## config.mk

```make
export PLATFORM = sky130hd
export DESIGN_NAME = adder_requester
export DESIGN_NICKNAME = d
export VERILOG_FILES = /design/src/rtl/adder_pkg.sv /design/src/rtl/adder_wait_counter.sv /design/src/rtl/adder_requester.sv
export SDC_FILE = /design/constraint.sdc
export NUM_CORES = 1
export LEC_CHECK = 0
export BUFFER_PORTS_ARGS = -buffer_cell sky130_fd_sc_hd__buf_2
export CAP_MARGIN = 10
export CORE_ASPECT_RATIO = 1.75
export CORE_MARGIN = 2
export CORE_UTILIZATION = 35
export CTS_BUF_LIST = sky130_fd_sc_hd__clkbuf_8
export CTS_CLUSTER_SIZE = 16
export DETAILED_ROUTE_END_ITERATION = 12
export PLACE_DENSITY_LB_ADDON = 0.05
export SETUP_SLACK_MARGIN = 0.05
export SLEW_MARGIN = 20
export SYNTH_ARGS = -nofsm -noshare
export SYNTH_HDL_FRONTEND = slang
export SYNTH_HIERARCHICAL = 1
export SYNTH_SLANG_ARGS = --single-unit
```

## constraint.sdc

```tcl
create_clock -name clk -period 3.05 [get_ports clk]
set_input_delay 0.305 -clock clk [delete_from_list [all_inputs] [get_ports clk]]
set_output_delay 0.305 -clock clk [all_outputs]
set_load 0.005 [all_outputs]
```

## src/rtl/adder_pkg.sv

```systemverilog
`default_nettype none
// ============================================================================
//  Module      : adder_pkg
//  Description : Shared types and defaults for the dynamic-adder requester.
//  Revision    : 1.0 - initial release
// ============================================================================
package adder_pkg;

    localparam int c_width    = 32;
    localparam int c_max_wait = 64;

    typedef enum logic [1:0] {
        IDLE   = 2'd0,
        LAUNCH = 2'd1,
        WAIT   = 2'd2,
        HOLD   = 2'd3
    } req_state_t;

endpackage
`default_nettype wire

```

## src/rtl/adder_wait_counter.sv

```systemverilog
`default_nettype none
// ============================================================================
//  Module      : adder_wait_counter
//  Description : Latency counter for one adder operation with timeout flag.
//  Revision    : 1.0 - initial release
// ============================================================================
module adder_wait_counter #(
    parameter int MAX_WAIT = 64,
    parameter int LAT_W    = $clog2(MAX_WAIT + 1)
) (
    input  logic             clk,
    input  logic             rst_n,
    input  logic             clr,
    input  logic             en,
    output logic [LAT_W-1:0] count,
    output logic             timeout
);

    localparam logic [LAT_W-1:0] c_last = LAT_W'(MAX_WAIT - 1);

    logic [LAT_W-1:0] r_count;

    always_ff @(posedge clk) begin
        if (!rst_n) begin
            r_count <= '0;
        end else if (clr) begin
            r_count <= '0;
        end else if (en) begin
            r_count <= r_count + LAT_W'(1);
        end
    end

    assign count   = r_count;
    assign timeout = (r_count == c_last);

endmodule
`default_nettype wire

```

## src/rtl/adder_requester.sv

```systemverilog
`default_nettype none
// ============================================================================
//  Module      : adder_requester
//  Description : Launches operand pairs into the dynamic adder, waits for
//                completion (with watchdog) and offers the registered result.
//  Revision    : 1.0 - initial release
// ============================================================================
module adder_requester
    import adder_pkg::*;
#(
    parameter int WIDTH    = c_width,
    parameter int MAX_WAIT = c_max_wait,
    parameter int LAT_W    = $clog2(MAX_WAIT + 1)
) (
    input  logic             clk,
    input  logic             rst_n,
    input  logic             in_valid,
    output logic             in_ready,
    input  logic [WIDTH-1:0] in_a,
    input  logic [WIDTH-1:0] in_b,
    input  logic             in_cin,
    output logic [WIDTH-1:0] add_a,
    output logic [WIDTH-1:0] add_b,
    output logic             add_cin,
    output logic             add_first,
    output logic             add_request,
    input  logic             add_done,
    input  logic [WIDTH-1:0] add_sum,
    input  logic             add_cout,
    output logic             out_valid,
    input  logic             out_ready,
    output logic [WIDTH-1:0] out_sum,
    output logic             out_cout,
    output logic [LAT_W-1:0] out_lat,
    output logic             out_err
);

    req_state_t       r_state;
    req_state_t       w_state_next;
    logic             w_accept;
    logic             w_done_hit;
    logic             w_timeout_hit;
    logic [LAT_W-1:0] w_count;
    logic             w_timeout;

    logic             r_in_ready;
    logic [WIDTH-1:0] r_add_a;
    logic [WIDTH-1:0] r_add_b;
    logic             r_add_cin;
    logic             r_add_first;
    logic             r_add_request;
    logic             r_out_valid;
    logic [WIDTH-1:0] r_out_sum;
    logic             r_out_cout;
    logic [LAT_W-1:0] r_out_lat;
    logic             r_out_err;

    adder_wait_counter #(
        .MAX_WAIT (MAX_WAIT),
        .LAT_W    (LAT_W)
    ) u_wait_counter (
        .clk     (clk),
        .rst_n   (rst_n),
        .clr     (r_state == LAUNCH),
        .en      (r_state == WAIT),
        .count   (w_count),
        .timeout (w_timeout)
    );

    // add_done is only meaningful in WAIT; in LAUNCH the adder timer is still being reset.
    assign w_accept      = (r_state == IDLE) && in_valid && r_in_ready;
    assign w_done_hit    = (r_state == WAIT) && add_done;
    assign w_timeout_hit = (r_state == WAIT) && !add_done && w_timeout;

    always_ff @(posedge clk) begin
        if (!rst_n) begin
            r_state <= IDLE;
        end else begin
            r_state <= w_state_next;
        end
    end

    always_comb begin
        w_state_next = r_state;
        case (r_state)
            IDLE:    if (w_accept) w_state_next = LAUNCH;
            LAUNCH:  w_state_next = WAIT;
            WAIT:    if (w_done_hit || w_timeout_hit) w_state_next = HOLD;
            HOLD:    if (r_out_valid && out_ready) w_state_next = IDLE;
            default: w_state_next = IDLE;
        endcase
    end

    // Handshake/strobe outputs are decoded from the next state so they are pure flops.
    always_ff @(posedge clk) begin
        if (!rst_n) begin
            r_in_ready    <= 1'b1;
            r_add_first   <= 1'b0;
            r_add_request <= 1'b0;
            r_out_valid   <= 1'b0;
            r_add_a       <= '0;
            r_add_b       <= '0;
            r_add_cin     <= 1'b0;
            r_out_sum     <= '0;
            r_out_cout    <= 1'b0;
            r_out_lat     <= '0;
            r_out_err     <= 1'b0;
        end else begin
            r_in_ready    <= (w_state_next == IDLE);
            r_add_first   <= (w_state_next == LAUNCH);
            r_add_request <= (w_state_next == LAUNCH) || (w_state_next == WAIT);
            r_out_valid   <= (w_state_next == HOLD);
            if (w_accept) begin
                r_add_a   <= in_a;
                r_add_b   <= in_b;
                r_add_cin <= in_cin;
            end
            if (w_done_hit) begin
                r_out_sum  <= add_sum;
                r_out_cout <= add_cout;
                r_out_lat  <= w_count + LAT_W'(1);
                r_out_err  <= 1'b0;
            end else if (w_timeout_hit) begin
                r_out_sum  <= '0;
                r_out_cout <= 1'b0;
                r_out_lat  <= LAT_W'(MAX_WAIT);
                r_out_err  <= 1'b1;
            end
        end
    end

    assign in_ready    = r_in_ready;
    assign add_a       = r_add_a;
    assign add_b       = r_add_b;
    assign add_cin     = r_add_cin;
    assign add_first   = r_add_first;
    assign add_request = r_add_request;
    assign out_valid   = r_out_valid;
    assign out_sum     = r_out_sum;
    assign out_cout    = r_out_cout;
    assign out_lat     = r_out_lat;
    assign out_err     = r_out_err;

endmodule
`default_nettype wire

```

==> metrics.txt <==
antenna-violating nets left=0; post-synthesis register bit count=119; Sum Neg Setup Slack=0 ps; Cells after Synth=539; CTS tree=built; crit start category=flop; Yosys warnings=6; Num CTS Buffers=17; Area Overhead vs Synth=37.96%; Post-synth EDFFs=0; vias in the first global route=4238; Worst Hold Class=primary input to flop; worst slew pin tran=672.7 ps; status=completed; Final Max Slew Viols=0; # rows=54; Overflow after GRT=0; Pwr Density=673.9 mW/mm2; Die Wd=88.70 um; worst-path cell chain=ha_1 -> nand4_1 -> nor3b_1 -> nor2_2 -> nor2_1 -> or3_1 -> ha_1 -> and2_1; Pint=3075 uW; Crit Path Class=flop to flop; max_slew headroom=55.16%; post-CTS setup buffers=0; router iterations before antenna repair=4; Filler cells=1281; CP endpoint kind=flop; part of the power in combinational logic=13.2%; post-CTS resize count=0; sequential share of power=42.4%; Mapped Area=0.004394 mm2; area of the die=0.01350 mm2; Place WS=869.4 ps; Critical-path top delay cell=dfxtp_1; share of cells above drive strength 1=34.05%; Crit path required time=3360 ps; GRT Total Usage=18.31%; Clock Tree Buf Depth=2; leading area contributor after synthesis=dfxtp_1; Via density=4.756; synth top area cells=dfxtp_1 (54%), nand2_1 (15%), a21oi_1 (12%); Initial Util=35.54%; final hold vios=0; pin count of the biggest net entering global routing=106; clk slew on worst S/H paths=70 ps; clock share of power=44.4%; Static Leakage=0.002745 uW; first-pass GRT wire length=19710 um; fmax=449.2 MHz; WP data arrival=2540 ps; clock skew=9.431 ps; Final setup viols=0; Main synth FF type=dfxtp_1; Net Sw Power=1010 uW; mean area per synthesized cell=8.153 um2; Clock Latency Late Sink=430 ps; Final nets=844; Util after Layout=49.03%; most used cell, CP=ha_1; async set-reset flop share out of synthesis=0%; CTS Sinks=119; HPWL after DPL=8502 um; RePlAce Congestion=0.8403; Syn Nets=647; peak supply drop=0.3812 mV; CP Max Fanout=8; clock root cell=clkbuf_8; Sw Ratio=24.73%; Clock H-tree levels=4; register area share after synthesis=54.21%; initial antenna violation count=1; IO Port Bufs=212; core area=0.01236 mm2; num ports=213; hold_buf cts=0; vias=4366; wire length per cell=13.58 um; DRC Markers=0; initial DRC count=155; Largest stage delay, worst path=500 ps; post-synth cell types=38; Final Cycle Share=72.99%; max cap viols=0; Routed WL=12460 um; share of the synthesized area in the top cell type=54.21%; Die Height=152.2 um; RSZ-0062 raised after global routing=false; Period minus WS final=2226 ps; setup ws final=823.9 ps
==> flip-flops by register name, summed over array words and instances (netlist names), 2 cells and up <==
name                  cells
add_a                    32
add_b                    32
out_lat                   7
out_sum                  32
r_state                   2
u_wait_counter/count      7
==> cell usage after synthesis, drive strengths merged (2+ instances only) <==
library cell,instances
and2,4
nand2,171
nand2b,4
nor3,2
o21ai,40
inv,3
clkbuf,16
or3,6
a31oi,2
nand4,5
xor2,4
a21oi,105
nand3,5
nor2,8
ha,5
dfxtp,119
buf,25
==> metal layers <==
metal / GRT usage [%] / routed length [um] / vias up
met2: 32.69 / 6542 / 168
met3: 6.067 / 1000 / 15
met1: 19.02 / 4700 / 1996
li1: - / - / 2187
met5: 0 / 0 / -
met4: 7.287 / 218 / 0
==> critical path, delay by kind of cell (launching register included) <==
family | cells | cell delay, ps
AND/OR/NAND/NOR | 6 | 1150
flip-flops | 1 | 500
adder cells (fa/ha/maj) | 2 | 460
==> cells by family after synthesis <==
kind of cell / Yosys count / synth area share (%)
adder cells (fa/ha/maj): 5 / 1.424
XOR/XNOR: 5 / 0.9965
AND/OR/NAND/NOR: 212 / 20.30
buffers and inverters: 44 / 4.784
AO/OA/AOI/OAI: 153 / 18.05
flip-flops: 119 / 54.21
multiplexers: 1 / 0.2278
==> cell usage in the layout, fill, tap and decap left out, types with 3 or more instances in the layout <==
master / instances
o21ai_0: 39
inv_1: 3
nand3_1: 5
nand2_1: 171
buf_4: 6
xor2_1: 4
clkbuf_8: 19
a21oi_1: 105
ha_1: 5
or3_1: 6
dfxtp_1: 119
nand2b_1: 4
nand4_1: 4
nor2_1: 7
clkinvlp_4: 3
and2_1: 4
buf_2: 212
bufinv_16: 7
==> stage by stage <==
| stage | instances | cell area [um2] | total power (uW) | hold slack [ps] |
|---|---|---|---|---|
| after floorplan | 539 | 4394 | 2075 | 441.0 |
| after global placement | 884 | 5520 | 2304 | 438.4 |
| after detailed placement | 884 | 5520 | 2314 | 443.7 |
| after CTS | 916 | 6032 | 4144 | 85.98 |
| after global routing | 918 | 6062 | 4288 | 88.33 |
| final | 918 | 6062 | 4085 | 111.5 |
==> area by class of cell <==
cell class	count	area (um2)	area share, %
flip-flops and latches	119	2382	39.30
multi-input cells	376	1809	29.85
clock inverters	13	250.2	4.128
inverters	3	12.51	0.2064
repair buffers	219	1134	18.70
clock buffers	19	261.5	4.314
well taps	168	210.2	3.468
diodes	1	2.502	0.04128
==> power groups by stage <==
stage	combinational, uW	clock, uW	sequential, uW
floorplan	302	0	1770
global placement	541	0	1760
detailed placement	546	0	1770
CTS	547	1860	1730
global route	613	1930	1750
finish	539	1810	1730
==> path summary, 6_finish.rpt <==
| kind | cells after the start | from | slack [ps] | end |
|---|---|---|---|---|
| setup reg to reg | 8 | u_wait_counter/count[0] | 820 | add_request |
| setup / recovery | 8 | u_wait_counter/count[0] | 820 | add_request |
| hold reg to reg | 2 | add_b[9] | 450 | add_b[9] |
| hold / removal | 3 | in_a[23] | 110 | add_a[23] |
No activity file was read; power rests on OpenSTA's default activity.
